`src/rtl/i2c_pkg.sv`:
```
`default_nettype none
// ============================================================================
// Module : i2c_pkg
// Brief  : Shared state encodings and byte-port constants for the I2C
//          register-transaction controller.
// Rev    : 1.0
// ============================================================================
package i2c_pkg;

  localparam logic [3:0] c_st_idle  = 4'd0;
  localparam logic [3:0] c_st_daddr = 4'd1;
  localparam logic [3:0] c_st_reg   = 4'd2;
  localparam logic [3:0] c_st_wdata = 4'd3;
  localparam logic [3:0] c_st_rstrt = 4'd4;
  localparam logic [3:0] c_st_raddr = 4'd5;
  localparam logic [3:0] c_st_rdata = 4'd6;
  localparam logic [3:0] c_st_stop  = 4'd7;
  localparam logic [3:0] c_st_done  = 4'd8;

  // Per-byte sub-phases: buffer read settle, byte load, strobe, await ack.
  localparam logic [1:0] c_ph_setup = 2'd0;
  localparam logic [1:0] c_ph_load  = 2'd1;
  localparam logic [1:0] c_ph_req   = 2'd2;
  localparam logic [1:0] c_ph_wait  = 2'd3;

  localparam logic [7:0] c_rd_fill  = 8'hff;
  localparam logic       c_addr_wr  = 1'b0;
  localparam logic       c_addr_rd  = 1'b1;

  function automatic logic is_byte_state(input logic [3:0] st);
    return (st == c_st_daddr) || (st == c_st_reg) || (st == c_st_wdata) ||
           (st == c_st_raddr) || (st == c_st_rdata);
  endfunction

endpackage
`default_nettype wire

```
`src/rtl/i2c_bytebuf.sv`:
```
`default_nettype none
// ============================================================================
// Module : i2c_bytebuf
// Brief  : MAXLEN x 8 byte buffer, one write port, registered read port.
// Rev    : 1.0
// ============================================================================
module i2c_bytebuf
  import i2c_pkg::*;
#(
  parameter int MAXLEN = 16,
  parameter int LGMAX  = 4
) (
  input  logic             i_clk,
  input  logic             i_we,
  input  logic [LGMAX-1:0] i_waddr,
  input  logic [7:0]       i_wdata,
  input  logic [LGMAX-1:0] i_raddr,
  output logic [7:0]       o_rdata
);

  logic [7:0] mem_q [MAXLEN];
  logic [7:0] rdata_q;

  always_ff @(posedge i_clk) begin
    if (i_we) mem_q[i_waddr] <= i_wdata;
    rdata_q <= mem_q[i_raddr];
  end

  assign o_rdata = rdata_q;

endmodule
`default_nettype wire

```
`src/rtl/i2c_txn_ctrl.sv`:
```
`default_nettype none
// ============================================================================
// Module : i2c_txn_ctrl
// Brief  : Sequences I2C register read/write transactions onto a byte engine.
// Rev    : 1.0
// ============================================================================
module i2c_txn_ctrl
  import i2c_pkg::*;
#(
  parameter int MAXLEN = 16,
  parameter int LGMAX  = 4
) (
  input  logic             i_clk,
  input  logic             i_reset,
  input  logic             i_start,
  input  logic             i_rd,
  input  logic [6:0]       i_dev,
  input  logic [7:0]       i_reg,
  input  logic [LGMAX-1:0] i_len,
  input  logic             i_wbuf_we,
  input  logic [LGMAX-1:0] i_wbuf_addr,
  input  logic [7:0]       i_wbuf_data,
  input  logic [LGMAX-1:0] i_rbuf_addr,
  output logic [7:0]       o_rbuf_data,
  output logic             o_busy,
  output logic             o_done,
  output logic             o_err,
  output logic             o_cyc,
  output logic             o_stb,
  output logic             o_we,
  output logic [7:0]       o_data,
  input  logic             i_ack,
  input  logic             i_busy,
  input  logic             i_err,
  input  logic [7:0]       i_data
);

  logic [3:0]       state_q, state_d;
  logic [1:0]       phase_q, phase_d;
  logic             rd_q, rd_d;
  logic [6:0]       dev_q, dev_d;
  logic [7:0]       reg_q, reg_d;
  logic [LGMAX-1:0] len_q, len_d, cnt_q, cnt_d;
  logic             busy_q, busy_d, done_q, done_d, err_q, err_d;
  logic             cyc_q, cyc_d, we_q, we_d;
  logic [7:0]       data_q, data_d;

  logic [7:0]       w_wbuf_rdata, w_byte;
  logic             w_byte_we, w_last, w_stb, w_rbuf_we;

  assign w_last    = (cnt_q == len_q);
  assign w_stb     = cyc_q && !i_busy && (phase_q == c_ph_req) && is_byte_state(state_q);
  assign w_rbuf_we = (state_q == c_st_rdata) && (phase_q == c_ph_wait) && i_ack && !i_err;

  always_comb begin
    w_byte    = c_rd_fill;
    w_byte_we = 1'b1;
    case (state_q)
      c_st_daddr: w_byte = {dev_q, c_addr_wr};
      c_st_reg:   w_byte = reg_q;
      c_st_wdata: w_byte = w_wbuf_rdata;
      c_st_raddr: w_byte = {dev_q, c_addr_rd};
      c_st_rdata: w_byte_we = 1'b0;
      default:    ;
    endcase
  end

  always_comb begin
    state_d = state_q;  phase_d = phase_q;
    rd_d    = rd_q;     dev_d   = dev_q;    reg_d = reg_q;   len_d = len_q;
    cnt_d   = cnt_q;    busy_d  = busy_q;   done_d = 1'b0;   err_d = err_q;
    cyc_d   = cyc_q;    we_d    = we_q;     data_d = data_q;
    case (state_q)
      c_st_idle: begin
        if (i_start) begin
          rd_d = i_rd;  dev_d = i_dev;  reg_d = i_reg;  len_d = i_len;
          err_d = 1'b0; cnt_d = '0;     busy_d = 1'b1;  cyc_d = 1'b1;
          state_d = c_st_daddr;  phase_d = c_ph_setup;
        end
      end
      c_st_rstrt: begin
        cyc_d = 1'b1;  state_d = c_st_raddr;  phase_d = c_ph_setup;
      end
      c_st_stop: begin
        if (!i_busy) begin
          state_d = c_st_done;  done_d = 1'b1;
        end
      end
      c_st_done: begin
        busy_d = 1'b0;  state_d = c_st_idle;
      end
      default: begin
        if (!is_byte_state(state_q)) begin
          state_d = c_st_idle;
        end else begin
          case (phase_q)
            c_ph_setup: phase_d = c_ph_load;
            c_ph_load: begin
              data_d = w_byte;  we_d = w_byte_we;  phase_d = c_ph_req;
            end
            c_ph_req: if (w_stb) phase_d = c_ph_wait;
            default: begin
              // Acks are only meaningful while a strobed byte is outstanding.
              if (i_ack) begin
                phase_d = c_ph_setup;
                if (i_err) begin
                  err_d = 1'b1;  cyc_d = 1'b0;  state_d = c_st_stop;
                end else begin
                  case (state_q)
                    c_st_daddr: state_d = c_st_reg;
                    c_st_reg: begin
                      if (rd_q) begin
                        state_d = c_st_rstrt;  cyc_d = 1'b0;
                      end else begin
                        state_d = c_st_wdata;
                      end
                    end
                    c_st_raddr: begin
                      cnt_d = '0;  state_d = c_st_rdata;
                    end
                    default: begin
                      if (w_last) begin
                        state_d = c_st_stop;  cyc_d = 1'b0;
                      end else begin
                        cnt_d = cnt_q + 1'b1;
                      end
                    end
                  endcase
                end
              end
            end
          endcase
        end
      end
    endcase
  end

  always_ff @(posedge i_clk or posedge i_reset) begin
    if (i_reset) begin
      state_q <= c_st_idle;  phase_q <= c_ph_setup;
      rd_q    <= 1'b0;       dev_q   <= '0;   reg_q  <= '0;   len_q <= '0;
      cnt_q   <= '0;         busy_q  <= 1'b0; done_q <= 1'b0; err_q <= 1'b0;
      cyc_q   <= 1'b0;       we_q    <= 1'b0; data_q <= '0;
    end else begin
      state_q <= state_d;    phase_q <= phase_d;
      rd_q    <= rd_d;       dev_q   <= dev_d;  reg_q  <= reg_d;  len_q <= len_d;
      cnt_q   <= cnt_d;      busy_q  <= busy_d; done_q <= done_d; err_q <= err_d;
      cyc_q   <= cyc_d;      we_q    <= we_d;   data_q <= data_d;
    end
  end

  i2c_bytebuf #(.MAXLEN(MAXLEN), .LGMAX(LGMAX)) u_wbuf (
    .i_clk(i_clk), .i_we(i_wbuf_we), .i_waddr(i_wbuf_addr), .i_wdata(i_wbuf_data),
    .i_raddr(cnt_q), .o_rdata(w_wbuf_rdata)
  );

  i2c_bytebuf #(.MAXLEN(MAXLEN), .LGMAX(LGMAX)) u_rbuf (
    .i_clk(i_clk), .i_we(w_rbuf_we), .i_waddr(cnt_q), .i_wdata(i_data),
    .i_raddr(i_rbuf_addr), .o_rdata(o_rbuf_data)
  );

  assign o_busy = busy_q;
  assign o_done = done_q;
  assign o_err  = err_q;
  assign o_cyc  = cyc_q;
  assign o_stb  = w_stb;
  assign o_we   = we_q;
  assign o_data = data_q;

endmodule
`default_nettype wire

```
`config.mk`:
```
export PLATFORM = sky130hd
export DESIGN_NAME = i2c_txn_ctrl
export DESIGN_NICKNAME = d
export VERILOG_FILES = /design/src/rtl/i2c_pkg.sv /design/src/rtl/i2c_bytebuf.sv /design/src/rtl/i2c_txn_ctrl.sv
export SDC_FILE = /design/constraint.sdc
export NUM_CORES = 1
export LEC_CHECK = 0
export BUFFER_PORTS_ARGS = -buffer_cell sky130_fd_sc_hd__buf_2
export CAP_MARGIN = 20
export CORE_MARGIN = 1.5
export CORE_UTILIZATION = 54
export DETAILED_ROUTE_END_ITERATION = 6
export PLACE_DENSITY = 0.78
export SLEW_MARGIN = 20
export SYNTH_ARGS = -nofsm -noshare
export SYNTH_HDL_FRONTEND = slang
export SYNTH_SLANG_ARGS = --single-unit
```
`constraint.sdc`:
```
create_clock -name i_clk -period 4.8 [get_ports i_clk]
set_clock_uncertainty 0.1 [all_clocks]
set_input_delay 0.48 -clock i_clk [delete_from_list [all_inputs] [get_ports i_clk]]
set_output_delay 0.48 -clock i_clk [all_outputs]
set_load 0.02 [all_outputs]
```
# After elaboration in Yosys (flattened, before gate mapping)
# Memories as Yosys holds them, arrays and structs flattened. A register that Yosys moved wholly into a read port is not among the register bits.
# Index checks and enable logic that the tools add are counted.
[word_totals]
n_memories = 2
register_bits = 43
word_cells = 128
output_inout_bits = 22
inputBits = 51
ram_bits = 256
[memory_table]
columns = ["memory", "words", "width", "rd", "rd_ports_with_merged_regs", "wr", "line", "source"]
rows = [
  ["u_rbuf.mem_q", 16, 8, 1, 1, 1, "i2c_bytebuf.sv:21", "logic [7:0] mem_q [MAXLEN];"],
  ["u_wbuf.mem_q", 16, 8, 1, 1, 1, "i2c_bytebuf.sv:21", ""],
]
[classes]
addsub = 1
reduce_logical = 36
n_eq_ne = 25
muxes = 48
n_bitwise = 3
[ops]
columns = ["operator", "n"]
rows = [
  ["two-way mux 4 bit", 13],
  ["one-hot mux 8 bit (4 select lines)", 1],
  ["two-way mux 1 bit", 19],
  ["equality test 4 x 3 -> 1 bit, second input constant", 4],
  ["one-hot mux 4 bit (2 select lines)", 2],
  ["one-hot mux 4 bit (4 select lines)", 1],
  ["AND reduction 8 bit", 2],
  ["!= test 6 x 2 -> 1 bit, second input constant", 2],
  ["one-hot mux 2 bit (3 select lines)", 2],
  ["one-hot mux 4 bit (3 select lines)", 1],
  ["!= test 10 x 4 -> 1 bit, second input constant", 1],
  ["AND reduction 5 bit", 2],
  ["equality test 4 x 2 -> 1 bit, second input constant", 2],
  ["two-way mux 2 bit", 4],
  ["nonzero test 2 bit", 4],
  ["logical AND 1 bit", 6],
  ["!= test 2 x 1 -> 1 bit, second input constant", 3],
  ["!= test 3 x 1 -> 1 bit, second input constant", 2],
  ["one-hot mux 1 bit (2 select lines)", 3],
  ["AND reduction 6 bit", 1],
  ["nonzero test 3 bit", 2],
  ["nonzero test 6 bit", 1],
  ["OR reduction 2 bit", 3],
  ["OR reduction 3 bit", 2],
  ["other kinds (21)", 30],
]

# Logic depth before layout (Yosys ltp)
# Gate-level depths: netlist of the first run.
[logic_depth]
word_depth = 10
depth_mapped = 7
depth_no_buf = 7

# By module
# Synthesis of the first run repeated with hierarchy kept, for this count alone.
[unflattened]
hier_cells = 675
area_unflattened_um2 = 12555.8
[modules_own_cells]
columns = ["module", "area_each_um2", "instances", "cells_each"]
rows = [
  ["i2c_bytebuf", 5147.4, 2, 229],
  ["i2c_txn_ctrl", 2260.9, 1, 217],
]

# Least setup slack after synthesis of the first run
# Ideal clock, no wire load.
[synth_path]
path_kind = "register -> register"
start = "register state_q[0]"
end = "memory u_rbuf.mem_q[3][0] (enable)"
stages_incl_launch_ff = 7
path_slack_ns = 2.310
t_arrival_ns = 2.006
required_ns = 4.317
path_buffers = 2
cell_sequence = "dfrtp_1 > buf_2 > buf_2 > nand2b_1 > nor4b_2 > nand2_1 > nor3_1"
[synth_between]
elab_chain_len = 6
[synth_rtl]
columns = ["element", "line", "source"]
rows = [
  ["from (decl)", "i2c_txn_ctrl.sv:38", "logic [3:0] state_q, state_d;"],
  ["from (signal assigned)", "i2c_txn_ctrl.sv:140", "state_q <= c_st_idle; phase_q <= c_ph_setup;"],
  ["from (signal assigned)", "i2c_txn_ctrl.sv:145", "state_q <= state_d; phase_q <= phase_d;"],
  ["equality test 4 x 3 -> 1 bit", "i2c_txn_ctrl.sv:53", "assign w_rbuf_we = (state_q == c_st_rdata) && (phase_q == c_ph_wait) && i_ack && !i_err;"],
  ["logical AND 1 bit (3 in a row)", "i2c_txn_ctrl.sv:53", ""],
  ["two-way mux 1 bit", "i2c_bytebuf.sv:25", "if (i_we) mem_q[i_waddr] <= i_wdata;"],
  ["two-way mux 1 bit (implied by the code)", "i2c_bytebuf.sv:25", ""],
  ["to (decl)", "i2c_bytebuf.sv:21", ""],
]
# Every way passes these cells.

# Worst setup path after layout of the first run
[layout_path]
start = "register state_q[0]"
end = "output port o_stb"
[layout_between]
elab_chain_len = 6
word_cells_on_any_way = 10
[layout_rtl]
columns = ["element", "line", "source"]
rows = [
  ["equality test 4 x 1 -> 1 bit / equality test 4 x 2 -> 1 bit (equally long branches)", "i2c_pkg.sv:31", "return (st == c_st_daddr) || (st == c_st_reg) || (st == c_st_wdata) ||"],
  ["logical OR 1 bit (3 in a row)", "i2c_pkg.sv:31", ""],
  ["logical OR 1 bit (*)", "i2c_pkg.sv:32", "(st == c_st_raddr) || (st == c_st_rdata);"],
  ["logical AND 1 bit (*)", "i2c_txn_ctrl.sv:52", "assign w_stb = cyc_q && !i_busy && (phase_q == c_ph_req) && is_byte_state(state_q);"],
  ["to (decl)", "i2c_txn_ctrl.sv:29", "output logic o_stb,"],
]
# Every way passes the cells marked *; elsewhere a longest branch is shown, timed or not.

==> flow_metrics.py, run 1 <==
metrics = {
    "placement": {
        "portBuffers": 72,
        "hpwl_um": 15800,
        "globalplace.congestion": 0.820,
    },
    "drt": {
        "routedWlPerCell_um": 23.9,
        "num_vias": 6358,
        "drt_first_pass_iters": 5,
        "drc_errors": 0,
        "drt_iter0_drc": 491,
        "vias_per_cell": 6.11,
        "ant_nets": 0,
        "drt_wl_total_um": 24800,
    },
    "synth": {
        "synth.cell_area_mm2": 0.0125,
        "yosysMostFrequentCell": "edfxtp_1",
        "yosys_warnings": 0,
        "synth_nets": 711,
        "synth-edff-count": 256,
        "synth_top_area_share_pct": 61.3,
        "synth_seq_cells": 315,
        "synthArstFlopShare_pct": 13.7,
        "syn_avg_cell_area_um2": 19.3,
        "ys_top_cells_by_area": "edfxtp_1 61%, mux4_2 14%, dfrtp_1 8.6%",
        "syn_inst": 651,
        "synth-main-ff-cell": "edfxtp_1",
        "yosysTopAreaCell": "edfxtp_1",
        "ys_seq_area_share_pct": 72.4,
        "synth.top_cells.by_count": "256 x edfxtp_1, 80 x mux4_2, 43 x dfrtp_1",
        "ys_types": 56,
    },
    "power_and_ir_drop": {
        "power.leakage_nw": 4.83,
        "power_density_mw_per_mm2": 514,
        "peakVddDrop_mv": 0.336,
    },
    "clock_network": {
        "clk_pin_slew_ps": 60,
        "cts-root-buf": "clkbuf_16",
        "cts-htree-levels": 1,
        "clockBufferDepth": 3,
        "clock_sinks": 315,
        "post-cts-setup-buffers": 0,
        "numCtsBuffers": 31,
        "clock_latency_ps": 560,
        "cts_tree": "done",
    },
    "worst_setup_path": {
        "critPathMaxFanout": 31,
        "cp.required_ps": 4220,
        "worstSetupPathType": "reg -> out",
        "arrival_ps": 2890,
        "cp-start-kind": "flip-flop",
        "cp-end-kind": "output port",
    },
    "grt": {
        "grt_pass1_wl_um": 38900,
        "grt_use_total_pct": 21.5,
        "grt_pass1_vias": 6772,
        "grt-ovfl-total": 0,
        "grt_max_degree": 44,
        "antenna_found_initial": 0,
    },
    "floorplanning": {
        "core_area_mm2": 0.0227,
        "die_y_um": 155,
        "start_util_pct": 55.2,
        "fp.dieW_um": 155,
        "io_pins": 73,
        "die_area_mm2": 0.0242,
        "rows": 55,
    },
    "final_layout": {
        "nets": 790,
        "num_antenna_cells": 0,
        "layout-drive-gt1-share_pct": 32.6,
        "area_delta_synth_final_pct": 13.6,
        "utilization_pct": 62.7,
    },
    "timing": {
        "max_freq_mhz": 288,
        "slew_headroom_pct": 27.1,
        "worst_pin_slew_ps": 1090,
        "period_needed_ps": 3470,
        "setup_tns_ps": 0,
        "setup_violations": 0,
        "drv_slew": 0,
        "fin_crit_sh_pct": 72.3,
        "rsz0062_at_grt": "no",
        "hold_viol_final": 0,
    },
    "run": {
        "maxCapViolations": 0,
    },
    "status": {
        "status": "finished clean",
    },
    "hold_path": {
        "hp-class": "in -> reg",
    },
}
==> cell usage in the layout (no fill, tap or decap), drive strengths merged, types with 3 or more instances in the layout <==
master    count
dfxtp        16
nand2        20
nor2         37
inv          11
nand2b       11
bufinv        5
a31oi         3
xnor2         4
nand3         4
a21oi         8
and3          3
o22a          6
ha            9
clkinv        9
nor3         14
clkinvlp      3
nand3b        6
dfrtp        43
mux4         80
mux2i         9
o21ai        19
mux2         21
a21o          3
buf          77
edfxtp      256
clkbuf       41
==> where the power goes <==
group          total [W]  switching, W  internal [W]  leakage, nW
combinational    0.00145      0.000747      0.000700         1.36
clock            0.00248      0.000979       0.00150        0.520
sequential       0.00339      0.000213       0.00318         2.95
total            0.00732       0.00194       0.00538         4.83
==> layer usage <==
metal	share of wire (%)	global-route usage (%)	vias up
li1	-	-	2775
met2	51	36.3	250
met1	40	28.9	3286
met4	2.4	6.80	0
met3	6.4	3.68	47
met5	0	0	-
==> state kept, by name, summed over array words and instances (netlist names), 2 cells and up <==
name,count
cnt_q,4
o_data,8
u_wbuf.o_rdata,8
u_rbuf.mem_q,128
len_q,4
reg_q,8
u_wbuf.mem_q,128
phase_q,2
dev_q,7
u_rbuf.o_rdata,8
state_q,4
==> timing repair <==
action,in CTS,in global routing
hold endpoints to repair,43,0
hold buffers,1,0
resized for setup,0,0
==> cell families after synthesis <==
family	after synthesis	synth area share (%)
AOI/OAI and AO/OA	55	3.07
xor gates and xnor gates	5	0.349
adders and majority gates	9	0.898
buffers and inverters	43	1.62
DFF	315	72.4
muxes	110	17.0
and+or+nand+nor	114	4.69
==> cell type report <==
class / count / area (µm²)
clock buffer: 40 / 840
clock inverter: 18 / 230
fill: 1555 / 8460
inverter: 10 / 37.5
multi-input combinational: 293 / 3280
sequential: 315 / 9080
tap: 285 / 357
timing repair buffer: 79 / 415
==> worst max-delay path: stages (launching register included) <==
cell     delay, ps
dfrtp_1       1030
nor2_1         270
nor3_1         590
and4b_1        270
buf_2          160
==> per-stage QoR <==
| stage | instances | hold WS [ps] | power [W] | setup WS (ps) | cell area [µm²] |
|---|---|---|---|---|---|
| after global placement | 980 | 389 | 0.00483 | 1810 | 13100 |
| after floorplan | 651 | 371 | 0.00451 | 2310 | 12500 |
| after global routing | 1040 | 28.8 | 0.00764 | 1120 | 14200 |
| after CTS | 1039 | 28.8 | 0.00739 | 1360 | 14200 |
| final | 1040 | 52.3 | 0.00732 | 1330 | 14200 |
| after detailed placement | 980 | 392 | 0.00489 | 1550 | 13100 |
==> final timing paths <==
kind	from	endpoint	slack, ps	cells past startpoint
worst max-delay path	state_q[0]	o_stb	1330	4
worst min-delay path	i_dev[1]	dev_q[1]	50	2
worst max register to register	state_q[0]	u_rbuf.mem_q[2][6]	1680	4
worst min register to register	reg_q[5]	reg_q[5]	410	1
max in group asynchronous	i_reset	cnt_q[0]	3700	4
min in group asynchronous	i_reset	o_data[5]	500	4
No activity file was read; power rests on OpenSTA's default activity.
==> run 2: changes to the inputs <==
==> constraint.sdc (replaced) <==
create_clock -name i_clk -period 3.45 [get_ports i_clk]
set_clock_uncertainty 0.1 [all_clocks]
set_input_delay 0.345 -clock i_clk [delete_from_list [all_inputs] [get_ports i_clk]]
set_output_delay 0.345 -clock i_clk [all_outputs]
set_load 0.02 [all_outputs]
==> run 2 against run 1 <==
Sequential power is 40% higher. Combinational power is 45% higher. Die area stayed put. Register-to-register slack worse by 870 ps. Largest power group unchanged. Largest cell class unchanged. Setup slack worse by 840 ps. Sequential share of layout area is 1.2 points lower.
==> flow_metrics.py, run 2 (same netlist as run 1, synthesis figures left out) <==
metrics = {
    "drt": {
        "drt_iter0_drc": 683,
        "ant_nets": 0,
        "routedWlPerCell_um": 23.9,
        "num_vias": 6507,
        "drt_wl_total_um": 25500,
        "drt_first_pass_iters": 5,
        "drc_errors": 0,
        "vias_per_cell": 6.10,
    },
    "clock_network": {
        "numCtsBuffers": 30,
        "holdBufCountCts": 22,
        "clock_sinks": 315,
        "cts_resized": 0,
        "clk_pin_slew_ps": 60,
        "cts-root-buf": "clkbuf_16",
        "post-cts-setup-buffers": 0,
        "cts-htree-levels": 1,
        "cts_tree": "done",
        "clock_latency_ps": 540,
        "clockBufferDepth": 3,
    },
    "final_layout": {
        "layout_common_cells": "256 x edfxtp_1, 80 x mux4_2, 72 x buf_2, 42 x dfrtp_1, 37 x nor2_1",
        "fin_area_mm2": 0.0145,
        "fillerInstances": 1492,
        "utilization_pct": 64.0,
        "num_antenna_cells": 0,
        "final_common_cell": "edfxtp_1",
        "area_delta_synth_final_pct": 15.8,
        "layout-drive-gt1-share_pct": 31.5,
        "largestRegisters": "u_rbuf.mem_q x128, u_wbuf.mem_q x128",
        "nets": 818,
    },
    "floorplanning": {
        "start_util_pct": 55.2,
        "fp.dieW_um": 155,
        "die_area_mm2": 0.0242,
        "io_pins": 73,
        "core_area_mm2": 0.0227,
        "die_y_um": 155,
        "rows": 55,
    },
    "hold_path": {
        "min_to": "u_wbuf.mem_q[10][7]",
        "hp-start": "i_wbuf_data[7]",
        "hold_depth": 1,
        "hp-class": "in -> reg",
    },
    "power_and_ir_drop": {
        "peakVddDrop_mv": 0.573,
        "p_sw_w": 0.00271,
        "power.leakage_nw": 4.97,
        "comb_power_share_pct": 20.3,
        "p_clk_share_pct": 33.9,
        "total_power_w": 0.0103,
        "seqPwrFrac_pct": 45.8,
        "p_int_w": 0.00762,
        "power_density_mw_per_mm2": 711,
        "swShare_pct": 26.2,
    },
    "run": {
        "maxCapViolations": 0,
    },
    "timing": {
        "fin_crit_sh_pct": 85.7,
        "setup_violations": 0,
        "worst_pin_slew_ps": 1050,
        "setup_tns_ps": 0,
        "fin_ws_ps": 493,
        "rsz0062_at_grt": "no",
        "hold_viol_final": 0,
        "slew_headroom_pct": 30.0,
        "period_needed_ps": 2960,
        "drv_slew": 0,
        "max_freq_mhz": 338,
    },
    "placement": {
        "portBuffers": 72,
        "dpl-instance-area_mm2": 0.0132,
        "globalplace.congestion": 0.881,
        "hpwl_um": 16200,
        "pre_cts_slack_ps": 797,
    },
    "worst_setup_path": {
        "reg2regPathDepth": 4,
        "arrival_ps": 2510,
        "critPathMaxFanout": 19,
        "cp.required_ps": 3000,
        "cp-end-kind": "output port",
        "rrSetupSlack_ps": 810,
        "rr_endpoint": "u_rbuf.mem_q[7][5]",
        "worstReg2RegStart": "state_q[2]",
        "worstSetupPathType": "reg -> out",
        "cp-start-kind": "flip-flop",
    },
    "grt": {
        "grt_max_degree": 44,
        "grt_use_total_pct": 22.1,
        "grt_pass1_wl_um": 39900,
        "antenna_found_initial": 0,
        "grt-ovfl-total": 0,
        "grt_pass1_vias": 6858,
    },
    "status": {
        "status": "finished clean",
    },
}
-- run 2: changes by cell type in the layout (fill, tap and decap cells not counted), sizes merged --
cell	before	now
buf	77	86
dlygate4sd3	1	22
inv	11	9
clkbuf	41	49
clkinv	9	4
bufinv	5	4
clkinvlp	3	0
-- run 2: cell type report --
cell class / count / area, µm² / share of cell area, %
clock buffer: 49 / 956 / 6.58
clock inverter: 7 / 134 / 0.922
inverter: 10 / 37.5 / 0.258
multi-input combinational: 293 / 3260 / 22.4
sequential: 315 / 9080 / 62.5
tap: 285 / 357 / 2.45
timing repair buffer: 108 / 698 / 4.81
-- run 2: layer usage --
metal  vias to the layer above  global-route usage (%)  share of wire, %
met5                         -                       0                 0
met2                       289                    36.9                50
met1                      3341                    30.4                40
met3                        52                    3.15               6.3
li1                       2825                       -                 -
met4                         0                    7.39               2.9
-- run 2: metrics by stage --
step                cells  hold slack [ps]
detailed placement    989              392
global route         1067             94.4
CTS                  1067             71.1
finish               1067             83.8
floorplan             651              318
global placement      989              382
-- run 2: how the worst max path moves through the flow --
stage	start	end	slack [ps]	depth (start not counted)
2_1_floorplan	state_q[0]	u_rbuf.mem_q[3][0]	960	6
3_3_place_gp	state_q[2]	u_rbuf.mem_q[8][5]	970	4
3_5_place_dp	state_q[2]	u_rbuf.mem_q[5][7]	800	4
4_1_cts	state_q[2]	o_stb	530	4
5_1_grt	state_q[2]	o_stb	350	4
6_report	state_q[2]	o_stb	490	4
-- run 2: power groups by stage --
stage	logic, W	registers, W	clock network (W)
6_report	0.00210	0.00473	0.00350
5_1_grt	0.00226	0.00476	0.00369
4_1_cts	0.00208	0.00472	0.00354
3_5_place_dp	0.00205	0.00480	0
3_3_place_gp	0.00196	0.00478	0
2_1_floorplan	0.00156	0.00471	0
-- run 2: worst max-delay path, cell delays in order, from the launching register on --
cell	delay, ps
dfrtp_1	580
and3_1	290
nor3_1	640
and4b_1	300
buf_2	160
==> run 3: changes to the inputs <==
==> constraint.sdc (replaced) <==
create_clock -name i_clk -period 3.45 [get_ports i_clk]
set_clock_uncertainty 0.1 [all_clocks]
set_input_delay 0.1725 -clock i_clk [delete_from_list [all_inputs] [get_ports i_clk]]
set_output_delay 0.1725 -clock i_clk [all_outputs]
set_load 0.02 [all_outputs]
==> run 3 against run 2 <==
Non-clock buffer count increased by 23. Hold slack got worse by 9.8 ps. Sequential power about the same. Critical path type is now reg -> reg. Largest cell class unchanged. Largest power group unchanged. Highest routed layer unchanged.
==> flow_metrics.py, run 3 (same netlist as run 1, synthesis figures left out) <==
metrics = {
    "floorplanning": {
        "core_area_mm2": 0.0227,
        "die_y_um": 155,
        "die_area_mm2": 0.0242,
        "start_util_pct": 55.2,
        "io_pins": 73,
        "fp.dieW_um": 155,
        "rows": 55,
    },
    "grt": {
        "grt_pass1_wl_um": 40800,
        "grt-ovfl-total": 0,
        "antenna_found_initial": 0,
        "grt_max_degree": 44,
        "grt_use_total_pct": 22.7,
        "grt_pass1_vias": 7003,
    },
    "drt": {
        "drt_wl_total_um": 26300,
        "ant_nets": 0,
        "num_vias": 6651,
        "drt_first_pass_iters": 5,
        "vias_per_cell": 6.10,
        "drt_iter0_drc": 533,
        "routedWlPerCell_um": 24.1,
        "drc_errors": 0,
    },
    "clock_network": {
        "cts-root-buf": "clkbuf_16",
        "clk_pin_slew_ps": 60,
        "cts-htree-levels": 1,
        "numCtsBuffers": 31,
        "clock_sinks": 315,
        "cts_tree": "done",
        "holdBufCountCts": 45,
        "post-cts-setup-buffers": 0,
        "clock_latency_ps": 560,
        "cts_resized": 0,
        "clockBufferDepth": 3,
    },
    "worst_setup_path": {
        "worstSetupPathType": "reg -> reg",
        "reg2regPathDepth": 4,
        "arrival_ps": 2750,
        "rr_endpoint": "u_rbuf.mem_q[4][6]",
        "cp-end-kind": "flip-flop",
        "cp-start-kind": "flip-flop",
        "rrSetupSlack_ps": 780,
        "worstReg2RegStart": "state_q[2]",
        "cp-startpoint": "state_q[2]",
        "critPathMaxFanout": 19,
        "critPathCapture": "u_rbuf.mem_q[4][6]",
        "cp.required_ps": 3530,
    },
    "timing": {
        "drv_slew": 0,
        "max_freq_mhz": 375,
        "rsz0062_at_grt": "no",
        "fin_crit_sh_pct": 77.4,
        "setup_tns_ps": 0,
        "worst_pin_slew_ps": 980,
        "slew_headroom_pct": 34.5,
        "hold_viol_final": 0,
        "period_needed_ps": 2670,
        "setup_violations": 0,
    },
    "final_layout": {
        "num_antenna_cells": 0,
        "final_common_cell": "edfxtp_1",
        "layout-drive-gt1-share_pct": 29.9,
        "register_area_mm2": 0.00908,
        "multi_input_area_mm2": 0.00326,
        "fillerInstances": 1481,
        "layout_common_cells": "256 x edfxtp_1, 80 x mux4_2, 72 x buf_2, 45 x dlygate4sd3_1, 42 x dfrtp_1",
        "largestRegisters": "u_rbuf.mem_q x128, u_wbuf.mem_q x128",
        "fin_area_mm2": 0.0147,
        "nets": 842,
        "area_delta_synth_final_pct": 17.4,
    },
    "power_and_ir_drop": {
        "p_sw_w": 0.00275,
        "swShare_pct": 26.6,
        "seqPwrFrac_pct": 45.7,
        "comb_power_share_pct": 20.4,
        "peakVddDrop_mv": 0.472,
        "p_clk_share_pct": 33.9,
        "power.leakage_nw": 5.05,
        "power_density_mw_per_mm2": 703,
        "p_int_w": 0.00760,
    },
    "placement": {
        "globalplace.congestion": 0.862,
        "dpl-instance-area_mm2": 0.0132,
        "portBuffers": 72,
        "hpwl_um": 16500,
    },
    "status": {
        "status": "finished clean",
    },
    "hold_path": {
        "hp-class": "in -> reg",
    },
    "run": {
        "maxCapViolations": 0,
    },
}
## run 3: worst min-delay path by stage
stage,from,end,cells past startpoint
floorplan,i_busy,o_done,1
global placement,i_reset,o_we,3
detailed placement,i_reset,o_we,3
CTS,i_rbuf_addr[2],u_rbuf.o_rdata[5],2
global route,i_rbuf_addr[2],u_rbuf.o_rdata[3],2
finish,i_rbuf_addr[2],u_rbuf.o_rdata[3],2
## run 3: layout make-up
class                           instances  area share (%)
Clock inverter                         14            1.52
Sequential cell                       315            61.7
Tap cell                              285            2.42
Clock buffer                           43            5.71
Multi-Input combinational cell        293            22.1
Timing Repair Buffer                  131            6.30
Inverter                               10           0.255
## run 3: critical path: stages, from the launching register on
cell,delay [ps]
dfrtp_1,690
nand3b_1,220
nor4b_2,410
nand2_1,230
nor2_1,650
## run 3: per-stage QoR
stage | setup slack [ps] | hold slack (ps) | total power (W) | utilization [%] | cells
4_1_cts | 789 | 59.0 | 0.0104 | 64.9 | 1091
3_5_place_dp | 820 | 230 | 0.00682 | 58.2 | 989
5_1_grt | 600 | 102 | 0.0107 | 64.9 | 1091
6_report | 781 | 74.0 | 0.0104 | 64.9 | 1091
2_1_floorplan | 960 | 146 | 0.00627 | - | 651
3_3_place_gp | 941 | 212 | 0.00673 | 58.2 | 989
## run 3: power by group through the flow
stage | Combinational (W) | Clock (W) | Sequential, W
5_1_grt | 0.00228 | 0.00369 | 0.00477
3_5_place_dp | 0.00202 | 0 | 0.00480
6_report | 0.00211 | 0.00351 | 0.00473
4_1_cts | 0.00209 | 0.00355 | 0.00473
3_3_place_gp | 0.00195 | 0 | 0.00478
2_1_floorplan | 0.00156 | 0 | 0.00471
## run 3: layer usage
metal | global-route usage [%] | part of all wire (%)
met1 | 30.4 | 39
met2 | 38.5 | 51
met3 | 3.23 | 6.3
met4 | 8.39 | 3.1
met5 | 0 | 0
